$ cat config.mk
export PLATFORM = sky130hd
export DESIGN_NAME = instr_fetch_unit
export DESIGN_NICKNAME = d
export VERILOG_FILES = /design/src/rtl/instr_fetch_unit.sv
export SDC_FILE = /design/constraint.sdc
export NUM_CORES = 1
export LEC_CHECK = 0
export BUFFER_PORTS_ARGS = -buffer_cell sky130_fd_sc_hd__buf_2
export CAP_MARGIN = 20
export CORE_ASPECT_RATIO = 0.8
export CORE_MARGIN = 2
export CORE_UTILIZATION = 45
export CTS_BUF_LIST = sky130_fd_sc_hd__clkbuf_8
export DETAILED_ROUTE_END_ITERATION = 10
export PLACE_DENSITY = 0.76
export SLEW_MARGIN = 0
export SYNTH_ARGS = -nofsm -noshare
export SYNTH_HDL_FRONTEND = slang
export SYNTH_SLANG_ARGS = --single-unit
$ cat constraint.sdc
create_clock -name clk -period 2.2 [get_ports clk]
set_input_delay 0.22 -clock clk [delete_from_list [all_inputs] [get_ports clk]]
set_output_delay 0.22 -clock clk [all_outputs]
set_load 0.005 [all_outputs]
$ cat src/rtl/instr_fetch_unit.sv
// Instruction fetch stage: owns the PC, drives the program ROM, and holds
// the fetched word for the control FSM behind a valid/ack handshake.
module instr_fetch_unit #(
  parameter int          ADDR_W   = 5,
  parameter int          CODE_W   = 23,
  parameter logic  [3:0] HALT_OPC = 4'hF,
  parameter int          CNT_W    = 8
) (
  input  logic              clk,
  input  logic              resetn,
  input  logic [CODE_W-1:0] code_in,
  output logic [ADDR_W-1:0] rom_addr,
  output logic [CODE_W-1:0] instr_out,
  output logic              instr_valid,
  input  logic              instr_ack,
  input  logic              jump_en,
  input  logic [ADDR_W-1:0] jump_addr,
  output logic              halted,
  output logic [CNT_W-1:0]  instr_count
);

  typedef enum logic [1:0] {
    FETCH = 2'd0,
    VALID = 2'd1,
    HALT  = 2'd2
  } state_t;

  localparam logic [ADDR_W-1:0] PC_ONE  = {{(ADDR_W-1){1'b0}}, 1'b1};
  localparam logic [CNT_W-1:0]  CNT_ONE = {{(CNT_W-1){1'b0}}, 1'b1};
  localparam logic [CNT_W-1:0]  CNT_MAX = {CNT_W{1'b1}};

  state_t            state;
  logic [ADDR_W-1:0] pc;
  logic              is_halt;

  // ROM address comes straight from the PC register: no path from ack/jump.
  assign rom_addr = pc;
  assign is_halt  = (code_in[CODE_W-1 -: 4] == HALT_OPC);

  always_ff @(posedge clk) begin
    if (!resetn) begin
      state       <= FETCH;
      pc          <= '0;
      instr_out   <= '0;
      instr_valid <= 1'b0;
      halted      <= 1'b0;
      instr_count <= '0;
    end else begin
      unique case (state)
        FETCH: begin
          instr_out <= code_in;
          pc        <= pc + PC_ONE;
          if (is_halt) begin
            state  <= HALT;
            halted <= 1'b1;
          end else begin
            state       <= VALID;
            instr_valid <= 1'b1;
          end
        end
        VALID: begin
          if (instr_ack) begin
            if (instr_count != CNT_MAX)
              instr_count <= instr_count + CNT_ONE;
            if (jump_en)
              pc <= jump_addr;
            state       <= FETCH;
            instr_valid <= 1'b0;
          end
        end
        HALT: begin
          state <= HALT;
        end
        default: begin
          state       <= FETCH;
          instr_valid <= 1'b0;
          halted      <= 1'b0;
        end
      endcase
    end
  end

endmodule

==> flow_summary.json <==
{
  "status": "completed",
  "final_design_area_no_fill_um2": 2140,
  "worstSetupPathType": "register to register",
  "rsz0062_at_grt": "false",
  "yosysMostFrequentCell": "dfxtp_1",
  "ys.flop_type": "dfxtp_1",
  "leakage_nw": 1.08,
  "cts_resized": 0,
  "vias_per_cell": 5.06,
  "async_flop_share_pct": 0,
  "cts_setup_buffers": 0,
  "std_cell_rows": 19,
  "grt_pass1_vias": 1337,
  "tns_ns": 0,
  "cp_cell_sequence": "inv_1, ha_1, buf_4, o21ai_0, nor2_1, a211oi_1",
  "routedWlPerCell_um": 11.2,
  "total_power_mw": 1.76,
  "hpwl_um": 2320,
  "final_hold_viol_count": 0,
  "grt_max_degree": 38,
  "cp_max_fo": 16,
  "fin_crit_sh_pct": 76.6,
  "slowest_delay_ns": 0.50,
  "cts_max_level": 2,
  "core-area_um2": 3490,
  "insertion_delay_ns": 0.28,
  "synth.avg_cell_area_um2": 9.37,
  "antenna_found_initial": 0,
  "syn_nets": 216,
  "crit_slowest_cell": "o21ai_0",
  "drive_gt1_share_pct": 32.8,
  "synth_top_cell_by_area": "dfxtp_1",
  "cts_buffer_depth": 2,
  "placed_cell_area_um2": 2050,
  "drtIter0Drc": 78,
  "yosys-top-cells-count": "40 x dfxtp_1, 33 x nor2_1, 25 x mux2i_1",
  "drt_wl_total_um": 3260,
  "dieArea_um2": 4230,
  "fmax_mhz": 593,
  "cp-end-kind": "register",
  "fin_ws_ns": 0.514,
  "finalNonFillerCells": 292,
  "maxCapViolations": 0,
  "place_congestion": 0.769,
  "maxSlewHeadroom_pct": 59.7,
  "worstMarginPinSlew_ns": 0.599,
  "grt_pass1_wl_um": 5740,
  "yosysSeqAreaShare_pct": 47.8,
  "ctsHoldBuffers": 0,
  "synth_area_leaders": "dfxtp_1 48%, mux2i_1 15%, nor2_1 7.4%",
  "setup_viol": 0,
  "portBuffers": 69,
  "overflow": 0,
  "cts_buffers": 5,
  "rrSetupSlack_ns": 0.51,
  "synth_area_um2": 1680,
  "diodes": 0,
  "dp_cells": 284,
  "yosysWarnings": 0,
  "drt_pass1_iterations": 4,
  "fin_crit_ns": 1.69,
  "clock_sinks": 40,
  "finalClockSkew_ns": 0.00645,
  "path_clk_slew_ns": 0.07,
  "route.detailed.drc": 0,
  "peakVddDrop_v": 0.000510,
  "io_pins": 70,
  "start_util_pct": 48.0,
  "cts_root_buf": "clkbuf_8",
  "detail-route-antenna-nets": 0,
  "die_w_um": 72.2,
  "syn_to_final_growth_pct": 27.8,
  "cp.required_ns": 2.39,
  "yosysUniqueCellTypes": 34,
  "synth-edff-count": 0,
  "vias": 1477,
  "start_kind": "register",
  "synth_cells": 179,
  "crit_arrival_ns": 1.87,
  "groute.usage.overall_pct": 17.0,
  "ys_ff_latch": 40,
  "hp-class": "input port to register",
  "die_y_um": 58.6,
  "cts_tree": "done",
  "drv_slew": 0,
  "dp_slack_ns": 0.542,
  "powerDensity_nw_per_um2": 822,
  "synth_top_area_share_pct": 47.8,
  "nets": 286
}
[path summary, 6_finish.rpt]
path	startpoint	end	cells after the start
setup reg to reg	state[1]	rom_addr[1]	6
hold / removal	code_in[12]	instr_out[12]	3
setup / recovery	state[1]	rom_addr[1]	6
hold reg to reg	instr_out[16]	instr_out[16]	2
[final cells by class]
cell class / count / area (um^2)
clock inverters: 2 / 11.3
inverters: 6 / 22.5
well taps: 42 / 52.6
fillers: 326 / 1350
clock buffers: 6 / 82.6
multi-input cells: 124 / 805
flip-flops and latches: 40 / 801
repair buffers: 72 / 368
[sequential cells by signal, summed over array words and instances (netlist names)]
register     cells
instr_out       23
instr_valid      1
state            2
halted           1
rom_addr         5
instr_count      8
[critical path, delay by kind of cell (launching register included)]
kind,cells,cell delay [ns]
compound gates,2,0.72
flops,1,0.35
buf+inv,2,0.25
fa+ha+maj,1,0.20
simple gates,1,0.08
[placed cells by master, fill, tap and decap left out, types with 3 or more instances in the layout]
cell,synthesis,layout
a21oi_1,9,9
a31oi_1,3,3
buf_2,3,69
buf_4,1,3
clkbuf_8,0,6
dfxtp_1,40,40
ha_1,5,5
inv_1,5,6
mux2i_1,25,25
nand2_1,7,7
nand3_1,9,9
nor2_1,33,33
o21a_1,4,4
o21ai_0,6,6
o31ai_1,4,4
[where the power goes]
group	switching (mW)	internal [mW]	leakage, nW	total [mW]
sequential	0.0505	0.802	0.329	0.853
combinational	0.216	0.206	0.702	0.423
clock	0.235	0.250	0.0486	0.485
[metrics by stage]
stage	hold slack [ns]	utilization [%]
after detailed placement	0.464	58.6
after floorplan	0.338	-
after CTS	0.163	61.3
final	0.173	61.3
after global placement	0.451	58.6
after global routing	0.170	61.3
[kinds of logic (layout without fill, tap and decap cells)]
kind of cell / count (synthesis) / count (layout) / share of synthesized area (%)
simple gates: 58 / 58 / 15.0
flops: 40 / 40 / 47.8
compound gates: 34 / 34 / 13.3
mux: 25 / 25 / 14.9
buf+inv: 15 / 86 / 4.25
fa+ha+maj: 5 / 5 / 3.73
xor+xnor: 2 / 2 / 1.04
[metal layers]
metal,wire [um],part of all wire [%],up-vias,global-route usage [%]
li1,-,-,766,-
met1,1670,51,657,22.4
met2,1320,40,54,27.0
met3,265,8.1,0,7.02
met4,0,0,0,2.43
met5,0,0,-,0
No activity file was read; power rests on OpenSTA's default activity.
